`config.mk`:
```
export PLATFORM = sky130hd
export DESIGN_NAME = regfile_dump_flat
export DESIGN_NICKNAME = d
export VERILOG_FILES = /design/src/rtl/regfile_dump_if.sv /design/src/rtl/regfile_dump.sv /design/src/flat_wrapper.sv
export SDC_FILE = /design/constraint.sdc
export NUM_CORES = 1
export LEC_CHECK = 0
export BUFFER_PORTS_ARGS = -buffer_cell sky130_fd_sc_hd__buf_4
export CAP_MARGIN = 20
export CELL_PAD_IN_SITES_DETAIL_PLACEMENT = 2
export CELL_PAD_IN_SITES_GLOBAL_PLACEMENT = 2
export CORE_MARGIN = 1
export CORE_UTILIZATION = 28
export CTS_BUF_LIST = sky130_fd_sc_hd__clkbuf_8
export DETAILED_ROUTE_END_ITERATION = 8
export PLACE_DENSITY_LB_ADDON = 0.08
export SYNTH_ARGS = -nofsm -noshare
export SYNTH_HDL_FRONTEND = slang
export SYNTH_SLANG_ARGS = --single-unit
```
`constraint.sdc`:
```
create_clock -name clk -period 2.5 [get_ports clk]
set_input_delay 0.125 -clock clk [delete_from_list [all_inputs] [get_ports clk]]
set_output_delay 0.125 -clock clk [all_outputs]
set_load 0.02 [all_outputs]
```
`src/rtl/regfile_dump_if.sv`:
```
// Word stream interface for the register-file dump reader.
// The master drives a valid/data/index/last word; the slave answers with ready.
interface regfile_dump_if #(
  parameter int DATA_W = 32,
  parameter int ADDR_W = 5
);
  logic              out_valid;
  logic              out_ready;
  logic [DATA_W-1:0] out_data;
  logic [ADDR_W-1:0] out_index;
  logic              out_last;

  modport master (
    output out_valid,
    output out_data,
    output out_index,
    output out_last,
    input  out_ready
  );

  modport slave (
    input  out_valid,
    input  out_data,
    input  out_index,
    input  out_last,
    output out_ready
  );
endinterface

```
`src/rtl/regfile_dump.sv`:
```
// regfile_dump: snapshots all architectural registers through a dedicated read
// port and streams them out one word at a time, holding the pipeline frozen for
// the whole dump.
// Optional feature macro: REGDUMP_CHECKSUM_EN appends an XOR checksum word
// (out_index 0, out_last set) after the last register.
//
// state  | meaning
// -------+--------------------------------------------------------------
// IDLE   | quiescent, waiting for start
// SETTLE | one cycle so an in-flight negedge register write lands
// STREAM | load one register per accepted slot, idx walks 0..last
// CSUM   | load the XOR checksum word (checksum build only)
// DRAIN  | wait for the final word to be accepted
// DONE   | one-cycle done pulse, then back to IDLE
module regfile_dump #(
  parameter int DATA_W = 32,
  parameter int ADDR_W = 5
) (
  input  logic              clk,
  input  logic              reset,
  input  logic              start,
  output logic              freeze,
  output logic [ADDR_W-1:0] readAddress,
  input  logic [DATA_W-1:0] readData,
  output logic              busy,
  output logic              done,
  regfile_dump_if.master    dump_if
);

  localparam logic [ADDR_W-1:0] LAST_IDX = {ADDR_W{1'b1}};
  localparam logic [ADDR_W-1:0] IDX_ONE  = {{(ADDR_W-1){1'b0}}, 1'b1};

  typedef enum logic [2:0] {
    S_IDLE,
    S_SETTLE,
    S_STREAM,
    S_DRAIN,
    S_DONE
`ifdef REGDUMP_CHECKSUM_EN
    , S_CSUM
`endif
  } state_t;

  state_t            state_q, state_d;
  logic [ADDR_W-1:0] idx_q, idx_d;
  logic              valid_q, valid_d;
  logic [DATA_W-1:0] data_q, data_d;
  logic [ADDR_W-1:0] index_q, index_d;
  logic              last_q, last_d;
  logic              ld;
`ifdef REGDUMP_CHECKSUM_EN
  logic [DATA_W-1:0] acc_q, acc_d;
`endif

  // Output slot can take a new word when it is empty or being drained this cycle.
  assign ld = !valid_q || dump_if.out_ready;

  // Next-state and datapath decode; everything holds unless a state acts on it.
  always_comb begin
    state_d = state_q;
    idx_d   = idx_q;
    valid_d = valid_q;
    data_d  = data_q;
    index_d = index_q;
    last_d  = last_q;
`ifdef REGDUMP_CHECKSUM_EN
    acc_d   = acc_q;
`endif
    case (state_q)
      S_IDLE: begin
        if (start) begin
          state_d = S_SETTLE;
          idx_d   = '0;
`ifdef REGDUMP_CHECKSUM_EN
          acc_d   = '0;
`endif
        end
      end
      S_SETTLE: begin
        state_d = S_STREAM;
      end
      S_STREAM: begin
        if (ld) begin
          data_d  = readData;
          index_d = idx_q;
          valid_d = 1'b1;
          // idx wraps back to 0 after the last load, which also leaves
          // readAddress at 0 for the return to IDLE.
          idx_d   = idx_q + IDX_ONE;
`ifdef REGDUMP_CHECKSUM_EN
          acc_d   = acc_q ^ readData;
          last_d  = 1'b0;
          if (idx_q == LAST_IDX) state_d = S_CSUM;
`else
          last_d  = (idx_q == LAST_IDX);
          if (idx_q == LAST_IDX) state_d = S_DRAIN;
`endif
        end
      end
`ifdef REGDUMP_CHECKSUM_EN
      S_CSUM: begin
        if (ld) begin
          data_d  = acc_q;
          index_d = '0;
          last_d  = 1'b1;
          valid_d = 1'b1;
          state_d = S_DRAIN;
        end
      end
`endif
      S_DRAIN: begin
        if (valid_q && dump_if.out_ready) begin
          valid_d = 1'b0;
          last_d  = 1'b0;
          state_d = S_DONE;
        end
      end
      S_DONE: begin
        state_d = S_IDLE;
      end
      default: begin
        state_d = S_IDLE;
      end
    endcase
  end

  // State and datapath registers; synchronous reset abandons any dump in progress.
  always_ff @(posedge clk) begin
    if (reset) begin
      state_q <= S_IDLE;
      idx_q   <= '0;
      valid_q <= 1'b0;
      data_q  <= '0;
      index_q <= '0;
      last_q  <= 1'b0;
`ifdef REGDUMP_CHECKSUM_EN
      acc_q   <= '0;
`endif
    end else begin
      state_q <= state_d;
      idx_q   <= idx_d;
      valid_q <= valid_d;
      data_q  <= data_d;
      index_q <= index_d;
      last_q  <= last_d;
`ifdef REGDUMP_CHECKSUM_EN
      acc_q   <= acc_d;
`endif
    end
  end

  assign readAddress       = idx_q;
  assign busy              = (state_q != S_IDLE);
  assign freeze            = busy;
  assign done              = (state_q == S_DONE);
  assign dump_if.out_valid = valid_q;
  assign dump_if.out_data  = data_q;
  assign dump_if.out_index = index_q;
  assign dump_if.out_last  = last_q;

endmodule
```
`src/flat_wrapper.sv`:
```
// flat-port wrapper written by rule: the top's interface ports become plain ports
module regfile_dump_flat 
#(
  parameter int DATA_W = 32,
  parameter int ADDR_W = 5
)
  (clk, reset, start, freeze, readAddress, readData, busy, done, dump_if_out_valid, dump_if_out_data, dump_if_out_index, dump_if_out_last, dump_if_out_ready);
  regfile_dump_if #(.DATA_W(DATA_W), .ADDR_W(ADDR_W)) dump_if_i ();
  input  logic clk;
  input  logic reset;
  input  logic start;
  output logic freeze;
  output logic [ADDR_W-1:0] readAddress;
  input  logic [DATA_W-1:0] readData;
  output logic busy;
  output logic done;
  output wire logic [$bits(dump_if_i.out_valid)-1:0] dump_if_out_valid;
  output wire logic [$bits(dump_if_i.out_data)-1:0] dump_if_out_data;
  output wire logic [$bits(dump_if_i.out_index)-1:0] dump_if_out_index;
  output wire logic [$bits(dump_if_i.out_last)-1:0] dump_if_out_last;
  input wire logic [$bits(dump_if_i.out_ready)-1:0] dump_if_out_ready;
  assign dump_if_out_valid = dump_if_i.out_valid;
  assign dump_if_out_data = dump_if_i.out_data;
  assign dump_if_out_index = dump_if_i.out_index;
  assign dump_if_out_last = dump_if_i.out_last;
  assign dump_if_i.out_ready = dump_if_out_ready;
  regfile_dump #(.DATA_W(DATA_W), .ADDR_W(ADDR_W)) u_core (.clk(clk), .reset(reset), .start(start), .freeze(freeze), .readAddress(readAddress), .readData(readData), .busy(busy), .done(done), .dump_if(dump_if_i));
endmodule
```
## Yosys cells after proc, flatten, opt, wreduce, memory -nomap -nowiden

Cells that the tools add are included.

- Bits in registers: 47
- Output and inout port bits: 47
- Logic and storage cells: 40
- Bits of input ports: 36

- Reduce and logical (&&, ||, !) cells: 11
- Add/sub/neg operators: 1
- Multiplexer cells: 13
- Equality and inequality tests: 9

Operators with widths:

| kind | count |
|---|---|
| 2-to-1 mux 3 bit | 4 |
| one-hot mux 3 bit (4 select lines) | 1 |
| 2-to-1 mux 5 bit | 2 |
| one-hot mux 5 bit (2 select lines) | 1 |
| == test 3 x 2 -> 1 bit, second input constant | 2 |
| inequality test 2 x 1 -> 1 bit, second input constant | 3 |
| AND reduction 3 bit | 2 |
| adder 5 x 1 -> 5 bit, second input constant | 1 |
| == test 5 bit, second input constant | 1 |
| one-hot mux 1 bit (2 select lines) | 2 |
| AND reduction 4 bit | 1 |
| nonzero test 2 bit | 2 |
| == test 3 x 1 -> 1 bit, second input constant | 1 |
| == test 3 bit, second input constant | 1 |
| zero test 3 bit | 1 |
| 2-to-1 mux 1 bit | 3 |
| nonzero test 3 bit | 1 |
| inequality test 2 bit, second input constant | 1 |
| AND reduction 2 bit | 1 |
| logical AND 1 bit | 1 |
| zero test 1 bit | 1 |
| logical OR 1 bit | 1 |

## Depth between registers and ports, before layout

Gate-level depths: netlist of run 1.

- Depth in word-level cells: 4
- Depth in mapped cells: 7

## Worst setup path before layout of run 1

OpenSTA, ideal clock, no wires.

- Path kind: flip-flop to flip-flop
- From: reg u_core.idx_q[0], in the netlist u_core.readAddress[0]
- To: reg u_core.state_q[0]
- Stages on the path, launching flop included: 6
- Data required time: 2.385 ns
- Setup slack: 0.969 ns
- Data arrival time: 1.417 ns
- Buffers on the path: 0
- Setup time: 0.115 ns
- Cell sequence: dfxtp_1 > ha_1 > and3_1 > ha_1 > o21ai_0 > a2111oi_0

- Word-level cells in the longest chain between the ends: 3

RTL lines:

| item | line | text |
|---|---|---|
| start: declaration | regfile_dump.sv:45 | `logic [ADDR_W-1:0] idx_q, idx_d;` |
| start signal: assignment | regfile_dump.sv:141 | `idx_q <= idx_d;` |
| == test 5 bit | regfile_dump.sv:96 | `if (idx_q == LAST_IDX) state_d = S_DRAIN;` |
| inequality test 2 x 1 -> 1 bit (no line) | - |  |
| AND reduction 4 bit (no line) | - |  |
| end signal: assignment | regfile_dump.sv:140 | `state_q <= state_d;` |
| end: declaration | regfile_dump.sv:44 | `state_t state_q, state_d;` |

Every way passes these cells.
A chain may end at the register's enable or synchronous reset.

## Worst setup path after layout of run 1

- From: reg u_core.state_q[1]
- To: reg u_core.index_q[2], in the netlist u_core.dump_if.out_index[2]

- Word-level cells in the longest chain between the ends: 2

RTL lines:

| item | line | text |
|---|---|---|
| == test 3 x 2 -> 1 bit | regfile_dump.sv:69 | `case (state_q)` |
| AND reduction 2 bit (no line) | - |  |
| end signal: assignment | regfile_dump.sv:144 | `index_q <= index_d;` |
| end: declaration | regfile_dump.sv:48 | `logic [ADDR_W-1:0] index_q, index_d;` |

Every way passes these cells.

==> metrics.csv, run 1 <==
stage,metric,value,unit
global_routing,use_met1,20.44,%
setup_path,critPathMaxFanout,42,
cts,cts_max_level,2,
timing,fin_skew,0.005700,ns
die,rows,29,
cts,root_buffer,clkbuf_8,
route,routedWlPerCell,14.04,µm
yosys,syn_area_per_cell,8.241,µm²
timing,post-route-period-util,70.94,%
place,dp_hpwl,3652,µm
cts,cts_tree,done,
timing,finalSetupTns,0,ns
pwr,ir_drop,0.2770,mV
setup_path,crit_chain,"or3b_4, a21oi_4, buf_4, nand2_1, a21oi_2",
global_routing,grtUsageMet3,3.777,%
yosys,synth_compound_area_share,16.94,%
timing,period_minus_slack,1.774,ns
outcome,status,"finished, final reports clean",
yosys,synth_simple_gate_area_share,23.68,%
timing,relSlewSlack,62.65,%
yosys,syn-instance-count,225,
finish,drive_above_1_share,35.33,%
setup_path,worstSetupStartpointType,register,
yosys,synthXorXnorAreaFrac,0,%
yosys,synth.distinct_cells,33,
route,wl,5293,µm
finish,antenna_cells,0,
die,fp.dieArea,6952,µm²
timing,hold_viol,0,
place,globalplace.congestion,0.6844,
cts,ctsLongestPathBuffers,2,
die,core,6386,µm²
cts,clk_pin_slew,0.09,ns
cts,cts_hold_buf,0,
yosys,synth_area,1854,µm²
global_routing,grt_pass1_wl,8466,µm
setup_path,cp.arrival,2.00,ns
cts,cts_sinks,47,
timing,report.final.setup_viol,0,
global_routing,busiest_layer,met2,
global_routing,met2_usage,24.52,%
die,io_pins,83,
yosys,muxShareOfSynthArea,0.5398,%
timing,fmax,0.5638,GHz
global_routing,grt_use_total,15.24,%
pwr,power.density,632.7,nW/µm²
finish,syn2layout_area_growth,39.14,%
yosys,ys_seq_area_share,50.74,%
timing,maxSlewViolCount,0,
cts,numCtsBuffers,5,
place,port_buffers,82,
finish,post-route-cell-area,2580,µm²
setup_path,path_class,reg2reg,
cts,insertion_delay,0.30,ns
pwr,p_leak,0.001073,µW
global_routing,grt_pass1_vias,1703,
route,antenna_left,0,
yosys,synth_fa_ha_area_share,1.350,%
timing,tightest_slew,0.5603,ns
die,die_h,83.38,µm
finish,layout.nets,337,
yosys,ys_warn_count,0,
cts,post-cts-setup-buffers,0,
yosys,synth_seq_cells,47,
job,maxCapViolCount,0,
timing,rsz0062_at_grt,no,
global_routing,antenna_found_initial,0,
die,initial_utilization,29.04,%
route,drcViolationCount,0,
cts,cts_resized,0,
place,place_area,2467,µm²
global_routing,gr-total-overflow,0,
yosys,synth_nets,263,
setup_path,crit_slowest_cell,dfxtp_1,
setup_path,required,2.73,ns
route,drt_iter0_drc,53,
route,vias,1777,
min_path,hold_path_class,in2reg,
yosys,synth_top_family_by_area,simple AND/OR/NAND/NOR gates,
route,viasPerCell,4.714,
die,fp.dieW,83.38,µm
route,drtPass1Iterations,4,
setup_path,crit_path_max_incr_delay,0.48,ns
setup_path,endpoint_kind,register,
global_routing,grt_max_degree,48,
cell type report:
cell class	count	area, µm²
inverter	2	7.507
fill	776	3806
multi-input combinational	159	792.0
clock buffer	5	68.82
timing repair buffer	84	630.6
tap	77	96.34
clock inverter	3	43.79
sequential	47	940.9
final timing paths:
kind / endpoint / depth (start not counted) / from / slack (ns)
worst max-delay path: u_core.dump_if.out_index[2] / 5 / u_core.state_q[1] / 0.73
worst min-delay path: u_core.dump_if.out_data[6] / 3 / readData[6] / 0.07
worst max register to register: u_core.dump_if.out_index[2] / 5 / u_core.state_q[1] / 0.73
worst min register to register: u_core.dump_if.out_data[28] / 2 / u_core.dump_if.out_data[28] / 0.46
worst max-delay path, delay by kind of cell (launching register included):
family	cells	cell delay [ns]
DFF	1	0.48
AOI/OAI and AO/OA	2	0.25
and+or+nand+nor	2	0.57
buffers and inverters	1	0.40
Yosys cell counts, drive strengths merged:
library cell | count | share of area (%)
nand3 | 1 | 0.27
and2 | 2 | 0.67
o21ai | 5 | 1.3
nor4 | 1 | 0.34
and3 | 1 | 0.34
or3b | 1 | 0.61
a22oi | 2 | 0.81
nor3b | 2 | 1.1
ha | 2 | 1.3
nor2 | 9 | 1.8
clkbuf | 4 | 0.81
nand2b | 1 | 0.34
nor3 | 1 | 0.27
a21oi | 44 | 14
a2111oi | 1 | 0.47
buf | 13 | 5.5
o211ai | 1 | 0.41
or3 | 2 | 0.67
or2 | 1 | 0.34
mux2i | 1 | 0.54
dfxtp | 47 | 51
nand2 | 79 | 16
inv | 2 | 0.40
nand3b | 2 | 0.81
sequential cells by signal (all words and copies together) (netlist names):
| register | cells |
|---|---|
| u_core.dump_if.out_index | 5 |
| u_core.readAddress | 5 |
| u_core.dump_if.out_last | 1 |
| u_core.state_q | 3 |
| u_core.dump_if.out_valid | 1 |
| u_core.dump_if.out_data | 32 |
metrics by stage:
stage | hold slack [ns] | util, % | total power [µW] | cells | setup slack (ns)
2_1_floorplan | 0.2142 | - | 978.9 | 225 | 0.9686
3_3_place_gp | 0.3731 | 38.64 | 1089 | 369 | 0.7881
3_5_place_dp | 0.3827 | 38.64 | 1094 | 369 | 0.7121
4_1_cts | 0.04703 | 40.40 | 1672 | 377 | 0.6777
5_1_grt | 0.05648 | 40.40 | 1722 | 377 | 0.5662
6_report | 0.06683 | 40.40 | 1632 | 377 | 0.7264
cell families after synthesis:
family | count (synthesis)
AO/OA/AOI/OAI | 53
adder cells (fa/ha/maj) | 2
buffers and inverters | 19
flip-flops | 47
multiplexers | 1
AND/OR/NAND/NOR | 103
layout by cell type (no fill, tap or decap), drive strengths merged, types with 5 or more instances in the layout:
cell type  instances
nand2             79
buf               84
dfxtp             47
nor2               9
o21ai              5
a21oi             44
clkbuf             5
metal layers:
layer	share of wire [%]	vias to the layer above
met3	3.7	2
met1	49	849
met4	0.45	0
met5	0	-
met2	47	43
li1	-	883
power by group:
part	internal (µW)	switching [µW]
clock	298	264
combinational	113	149
sequential	781	26.8
No activity file was read; power rests on OpenSTA's default activity.
==> run 2, diff against run 1 <==
--- a/config.mk
+++ b/config.mk
@@ -5,12 +5,13 @@
 export SDC_FILE = /design/constraint.sdc
 export NUM_CORES = 1
 export LEC_CHECK = 0
+export ABC_AREA = 1
 export BUFFER_PORTS_ARGS = -buffer_cell sky130_fd_sc_hd__buf_4
 export CAP_MARGIN = 20
 export CELL_PAD_IN_SITES_DETAIL_PLACEMENT = 2
 export CELL_PAD_IN_SITES_GLOBAL_PLACEMENT = 2
 export CORE_MARGIN = 1
-export CORE_UTILIZATION = 28
+export CORE_UTILIZATION = 25
 export CTS_BUF_LIST = sky130_fd_sc_hd__clkbuf_8
 export DETAILED_ROUTE_END_ITERATION = 8
 export PLACE_DENSITY_LB_ADDON = 0.08
==> constraint.sdc (replaced) <==
create_clock -name clk -period 1.7 [get_ports clk]
set_input_delay 0.085 -clock clk [delete_from_list [all_inputs] [get_ports clk]]
set_output_delay 0.085 -clock clk [all_outputs]
set_load 0.02 [all_outputs]
==> run 2 against run 1 <==
  * Cell count rose by 9.8%
  * Via count rose by 4.1%
  * Clock power rose by 24%
  * Clock skew rose by 0.0020 ns
  * Global-route usage barely moved
  * Total power rose by 140%
  * Non-clock buffer count rose by 5
  * First-iteration DRC count fell by 1.9%
  * Sequential power rose by 86%
  * Die area rose by 9.5%
==> metrics.csv, run 2 <==
stage,metric,value,unit,change
outcome,status,"finished, final reports clean",,unchanged
setup_path,required,1.90,ns,was 2.73 ns
finish,layout_commonest_cell,buf_4,,unchanged
cts,clk_pin_slew,0.09,ns,about the same
setup_path,crit_start,u_core.readAddress[0],,was u_core.state_q[1]
finish,post-route-cell-area,2614,µm²,was 2580 µm²
setup_path,worst-path-buf-inv,2,,was 1
finish,drive_above_1_share,32.70,%,was 35.33%
cts,post-cts-setup-buffers,0,,unchanged
die,fp.dieW,87.25,µm,was 83.38 µm
place,place_area,2514,µm²,was 2467 µm²
route,antenna_left,0,,unchanged
global_routing,antenna_found_initial,0,,unchanged
cts,cts_sinks,47,,unchanged
setup_path,r2r_start,u_core.readAddress[0],,was u_core.state_q[1]
yosys,syn_area_per_cell,7.698,µm²,was 8.241 µm²
pwr,p_sw,1611,µW,was 439.7 µW
die,initial_utilization,26.30,%,was 29.04%
cts,numCtsBuffers,5,,unchanged
place,port_buffers,82,,unchanged
pwr,power_frac_comb,44.3,%,was 16.0%
yosys,synthTopCellsByArea,"dfxtp_1, nand2_1, a21oi_1",,unchanged
die,core,6907,µm²,was 6386 µm²
pwr,pwr-share-clk,17.6,%,was 34.5%
route,viasPerCell,4.469,,was 4.714
yosys,synth_area,1817,µm²,was 1854 µm²
place,dp_hpwl,4129,µm,was 3652 µm
setup_path,path_delay_family,simple AND/OR/NAND/NOR gates,,unchanged
die,fp.dieArea,7612,µm²,was 6952 µm²
job,maxCapViolCount,0,,unchanged
yosys,synth_seq_cells,47,,unchanged
global_routing,grt_max_degree,30,,was 48
yosys,yosys.area.top_type,dfxtp_1,,unchanged
pwr,p_int,2344,µW,was 1193 µW
yosys,netlist.area_leader.share,51.79,%,was 50.74%
pwr,seqPwrFrac,38.0,%,was 49.5%
timing,maxSlewViolCount,0,,unchanged
route,routedWlPerCell,13.53,µm,was 14.04 µm
global_routing,gr-total-overflow,0,,unchanged
route,drcViolationCount,0,,unchanged
yosys,syn-instance-count,236,,was 225
route,drtPass1Iterations,3,,was 4
setup_path,endpoint_kind,register,,unchanged
yosys,synth-async-reset-ratio,0,%,unchanged
cts,cts_hold_buf,0,,unchanged
setup_path,crit_slowest_cell,dfxtp_4,,was dfxtp_1
cts,root_buffer,clkbuf_8,,unchanged
yosys,synth-main-ff-cell,dfxtp_1,,unchanged
setup_path,crit_chain,"ha_1, inv_1, nor3_2, ha_2, inv_1, nand3_1, nand3_1, nand2_1, nand2_1, nor2_1",,"was or3b_4, a21oi_4, buf_4, nand2_1, a21oi_2"
setup_path,path_class,reg2reg,,unchanged
pwr,power.share.switching,40.74,%,was 26.94%
min_path,min-delay-start,readData[21],,was readData[6]
die,io_pins,83,,unchanged
setup_path,worstSetupStartpointType,register,,unchanged
die,rows,30,,was 29
pwr,power.density,1513,nW/µm²,was 632.7 nW/µm²
finish,layout_common_cells,"buf_4, nand2_1, dfxtp_1, a21oi_1",,"was buf_4, nand2_1, dfxtp_1, a21oi_1, nor2_1"
finish,syn2layout_area_growth,43.87,%,was 39.14%
yosys,ys_warn_count,0,,unchanged
timing,rsz0062_at_grt,no,,unchanged
finish,fillers,848,,was 776
yosys,synth_edf_count,0,,unchanged
yosys,synth.distinct_cells,20,,was 33
setup_path,critPathMaxFanout,6,,was 42
cts,cts_max_level,2,,unchanged
timing,hold_viol,0,,unchanged
yosys,synth_common_cells,"nand2_1, dfxtp_1, a21oi_1",,unchanged
place,globalplace.congestion,0.7101,,was 0.6844
route,wl,5602,µm,was 5293 µm
die,die_h,87.25,µm,was 83.38 µm
finish,antenna_cells,0,,unchanged
pwr,ir_drop,0.3714,mV,was 0.2770 mV
timing,fmax,0.6710,GHz,was 0.5638 GHz
cts,ctsLongestPathBuffers,2,,unchanged
timing,fin_skew,0.007740,ns,was 0.005700 ns
yosys,synth_nets,274,,was 263
timing,report.final.setup_viol,0,,unchanged
timing,finalSetupTns,0,ns,unchanged
cts,insertion_delay,0.29,ns,was 0.30 ns
cts,cts_tree,done,,unchanged
setup_path,cp.arrival,1.69,ns,was 2.00 ns
route,vias,1850,,was 1777
yosys,yosysMostFrequentCell,nand2_1,,unchanged
timing,relSlewSlack,78.15,%,was 62.65%
min_path,hold_path_class,in2reg,,unchanged
finish,layout.nets,356,,was 337
timing,tightest_slew,0.3277,ns,was 0.5603 ns
timing,period_minus_slack,1.490,ns,was 1.774 ns
cts,cts_resized,0,,unchanged
timing,post-route-period-util,87.66,%,was 70.94%
global_routing,grt_use_total,15.19,%,was 15.24%
setup_path,crit_path_max_incr_delay,0.37,ns,was 0.48 ns
global_routing,grt_pass1_wl,8845,µm,was 8466 µm
finish,largest_reg_flops,32,,unchanged
pwr,p_leak,0.001136,µW,was 0.001073 µW
yosys,ys_seq_area_share,51.79,%,was 50.74%
route,drt_iter0_drc,52,,was 53
global_routing,grt_pass1_vias,1831,,was 1703
==> run 2: layer usage <==
layer | part of all wire, % | GRT usage [%] | wire length, µm | vias up
li1 | - | - | - | 916
met1 | 45 | 18.69 | 2516 | 877
met4 | 0.86 | 3.577 | 48 | 0
met3 | 6.6 | 5.308 | 370 | 4
met2 | 48 | 25.43 | 2666 | 53
met5 | 0 | 0 | 0 | -
==> run 2: path summary, 6_finish.rpt <==
check / to / slack (ns) / cells past startpoint
worst min register to register: u_core.dump_if.out_data[12] / 0.47 / 2
worst min-delay path: u_core.dump_if.out_data[21] / 0.04 / 3
worst max-delay path: u_core.state_q[0] / 0.21 / 10
worst max register to register: u_core.state_q[0] / 0.21 / 10
==> run 2: per-stage QoR <==
stage | total power, µW | setup slack, ns | utilization [%] | cells | hold WS, ns
floorplan | 2651 | 0.1924 | - | 236 | 0.2277
global placement | 3285 | 0.2338 | 36.39 | 407 | 0.3362
detailed placement | 3333 | 0.1287 | 36.39 | 407 | 0.3479
CTS | 4050 | 0.05910 | 37.66 | 414 | 0.02804
global route | 4269 | 0.03665 | 37.84 | 414 | 0.03003
finish | 3955 | 0.2097 | 37.84 | 414 | 0.03709
==> run 2: cell families (layout without fill, tap and decap cells) <==
family	count (synthesis)	in the layout	synth area share, %
buf+inv	27	109	7.782
fa+ha+maj	2	2	1.377
simple gates	112	112	25.83
flops	47	47	51.79
compound gates	48	48	13.22
==> run 2: area by class of cell <==
| class | count | area (µm²) | area share [%] |
|---|---|---|---|
| Clock buffer | 6 | 82.58 | 3.159 |
| Inverter | 13 | 50.05 | 1.915 |
| Tap cell | 96 | 120.1 | 4.595 |
| Sequential cell | 47 | 945.9 | 36.19 |
| Timing Repair Buffer | 89 | 668.1 | 25.56 |
| Clock inverter | 1 | 5.005 | 0.1915 |
| Multi-Input combinational cell | 162 | 742.0 | 28.39 |
==> run 2: power groups by stage <==
stage,sequential [µW],clock [µW],combinational [µW]
2_1_floorplan,1760,0,886
3_3_place_gp,1520,0,1760
3_5_place_dp,1530,0,1800
4_1_cts,1500,738,1810
5_1_grt,1540,779,1950
6_report,1500,697,1750
==> run 2: worst min-delay path: cells and delay by family <==
kind	cells	cell delay (ns)
buffers and inverters	1	0.11
AND/OR/NAND/NOR	1	0.05
AO/OA/AOI/OAI	1	0.05
==> run 3, diff against run 2 <==
--- a/config.mk
+++ b/config.mk
@@ -7,12 +7,10 @@
 export LEC_CHECK = 0
 export ABC_AREA = 1
 export BUFFER_PORTS_ARGS = -buffer_cell sky130_fd_sc_hd__buf_4
-export CAP_MARGIN = 20
 export CELL_PAD_IN_SITES_DETAIL_PLACEMENT = 2
 export CELL_PAD_IN_SITES_GLOBAL_PLACEMENT = 2
 export CORE_MARGIN = 1
-export CORE_UTILIZATION = 25
-export CTS_BUF_LIST = sky130_fd_sc_hd__clkbuf_8
+export CORE_UTILIZATION = 24
 export DETAILED_ROUTE_END_ITERATION = 8
 export PLACE_DENSITY_LB_ADDON = 0.08
 export SYNTH_ARGS = -nofsm -noshare
==> run 3 against run 2 <==
  * Global-route usage fell by 0.75 points
  * Flip-flop and latch count did not move
  * Via count fell by 1.2%
  * Die area rose by 4.1%
==> metrics.csv, run 3 (synthesis results as in run 2) <==
stage,metric,value,unit,change
outcome,status,"finished, final reports clean",,unchanged
setup_path,endpoint_kind,register,,unchanged
min_path,hold_path_class,in2reg,,unchanged
global_routing,antenna_found_initial,0,,unchanged
timing,rsz0062_at_grt,no,,unchanged
die,rows,31,,was 30
pwr,pwr-share-clk,22.5,%,was 17.6%
finish,largest_reg_flops,32,,unchanged
cts,numCtsBuffers,5,,unchanged
finish,drive_above_1_share,32.49,%,was 32.70%
cts,insertion_delay,0.30,ns,was 0.29 ns
place,port_buffers,82,,unchanged
finish,layout.nets,354,,was 356
setup_path,r2r_start,u_core.readAddress[0],,unchanged
die,io_pins,83,,unchanged
die,fp.dieArea,7922,µm²,was 7612 µm²
setup_path,worstSetupStartpointType,register,,unchanged
cts,cts_hold_buf,0,,unchanged
timing,finalSetupTns,0,ns,unchanged
place,place_area,2527,µm²,was 2514 µm²
setup_path,crit_path_max_incr_delay,0.38,ns,was 0.37 ns
route,vias,1827,,was 1850
die,fp.dieW,89.01,µm,was 87.25 µm
die,initial_utilization,24.91,%,was 26.30%
setup_path,crit_chain,"ha_1, inv_1, nor3_2, ha_2, inv_1, nand3_1, nand3_2, nand2_1, nand2_1, nor2_1",,"was ha_1, inv_1, nor3_2, ha_2, inv_1, nand3_1, nand3_1, nand2_1, nand2_1, nor2_1"
timing,period_minus_slack,1.521,ns,was 1.490 ns
setup_path,rrSetupSlack,0.18,ns,was 0.21 ns
setup_path,required,1.94,ns,was 1.90 ns
global_routing,met2_usage,26.08,%,was 25.43%
pwr,p_leak,0.001159,µW,was 0.001136 µW
place,globalplace.congestion,0.7297,,was 0.7101
timing,fmax,0.6574,GHz,was 0.6710 GHz
timing,hold_viol,0,,unchanged
pwr,p_int,2643,µW,was 2344 µW
timing,tightest_slew,0.2900,ns,was 0.3277 ns
cts,root_buffer,clkbuf_8,,unchanged
global_routing,use_met1,15.48,%,was 18.69%
route,drcViolationCount,0,,unchanged
pwr,ir_drop,0.4639,mV,was 0.3714 mV
global_routing,busiest_layer,met2,,unchanged
global_routing,grt_pass1_wl,8687,µm,was 8845 µm
setup_path,worst-path-buf-inv,2,,unchanged
finish,layout_commonest_cell,nand2_1,,was buf_4
pwr,power_frac_comb,42.5,%,was 44.3%
cts,cts_sinks,47,,unchanged
timing,post-route-period-util,89.47,%,was 87.66%
global_routing,gr-total-overflow,0,,unchanged
timing,report.final.setup_viol,0,,unchanged
finish,finish.utilization,36.75,%,was 37.84%
pwr,seqPwrFrac,35.0,%,was 38.0%
cts,clk_pin_slew,0.09,ns,about the same
timing,fin_skew,0.009107,ns,was 0.007740 ns
die,die_h,89.01,µm,was 87.25 µm
timing,relSlewSlack,80.66,%,was 78.15%
global_routing,grt_use_total,14.44,%,was 15.19%
finish,antenna_cells,0,,unchanged
pwr,finalPower,4280,µW,was 3955 µW
timing,maxSlewViolCount,0,,unchanged
setup_path,path_class,reg2reg,,unchanged
setup_path,cp.arrival,1.76,ns,was 1.69 ns
route,routedWlPerCell,13.39,µm,was 13.53 µm
setup_path,r2r_cells,10,,unchanged
global_routing,grtUsageMet3,6.464,%,was 5.308%
timing,hold_ws,0.03004,ns,was 0.03709 ns
finish,fillers,889,,was 848
cts,cts_tree,done,,unchanged
cts,cts_max_level,2,,unchanged
setup_path,path_delay_family,simple AND/OR/NAND/NOR gates,,unchanged
route,antenna_left,0,,unchanged
global_routing,grt_max_degree,44,,was 30
die,core,7292,µm²,was 6907 µm²
place,dp_hpwl,3956,µm,was 4129 µm
route,wl,5571,µm,was 5602 µm
pwr,p_sw,1637,µW,was 1611 µW
route,drt_iter0_drc,43,,was 52
route,drtPass1Iterations,3,,unchanged
pwr,power.share.switching,38.25,%,was 40.74%
route,viasPerCell,4.392,,was 4.469
setup_path,crit_path_end,u_core.state_q[0],,unchanged
finish,syn2layout_area_growth,47.52,%,was 43.87%
setup_path,crit_start,u_core.readAddress[0],,unchanged
setup_path,worstReg2RegEnd,u_core.state_q[0],,unchanged
pwr,power.density,1597,nW/µm²,was 1513 nW/µm²
cts,ctsLongestPathBuffers,2,,unchanged
job,maxCapViolCount,0,,unchanged
setup_path,crit_slowest_cell,dfxtp_4,,unchanged
finish,post-route-cell-area,2680,µm²,was 2614 µm²
setup_path,crit_cells,10,,unchanged
global_routing,grt_pass1_vias,1825,,was 1831
setup_path,critPathMaxFanout,6,,unchanged
finish,layout_common_cells,"nand2_1, buf_4, dfxtp_1, a21oi_1, inv_1",,"was buf_4, nand2_1, dfxtp_1, a21oi_1"
[run 3: area by class of cell]
type,instances,area (µm²),share of cell area (%)
clock inverters,2,60.06,2.241
clock buffers,6,72.57,2.708
repair buffers,87,678.2,25.30
multi-input cells,162,747.0,27.87
inverters,13,50.05,1.867
well taps,99,123.9,4.622
flip-flops and latches,47,948.4,35.39
[run 3: power groups by stage]
stage	registers, µW	logic, µW	clock network, µW
after global routing	1530	2020	1050
final	1500	1820	963
after detailed placement	1520	1850	0
after floorplan	1760	886	0
after global placement	1510	1810	0
after CTS	1500	1850	1010
[run 3: worst min-delay path by stage]
stage | start | endpoint | cells past startpoint
after detailed placement | readData[21] | u_core.dump_if.out_data[21] | 3
after CTS | readData[19] | u_core.dump_if.out_data[19] | 3
after global placement | readData[18] | u_core.dump_if.out_data[18] | 3
after global routing | readData[19] | u_core.dump_if.out_data[19] | 3
final | readData[14] | u_core.dump_if.out_data[14] | 3
after floorplan | readData[0] | u_core.dump_if.out_data[0] | 2
[run 3: repair_timing]
item / CTS / global route
buffers inserted: 0 / 0
endpoints found under the setup margin: 0 / 3
endpoints found under the hold margin: 0 / 0
gates resized for setup: 0 / 7
[run 3: worst register-to-register path, stage by stage, from the launching register on]
cell	delay (ns)
dfxtp_4	0.38
ha_1	0.17
inv_1	0.06
nor3_2	0.14
ha_2	0.22
inv_1	0.05
nand3_1	0.12
nand3_2	0.11
nand2_1	0.08
nand2_1	0.05
nor2_1	0.08
[run 3: stage by stage]
step                      instances  setup WS (ns)
after floorplan                 236         0.1924
after global placement          408         0.2263
after global routing            416        0.02301
final                           416         0.1789
after detailed placement        408        0.03607
after CTS                       416       0.001048
[run 3: metal layers]
layer	part of all wire (%)	routed length [µm]
met5	0	0
met4	0.77	43
met3	9.4	522
met2	48	2698
met1	41	2306
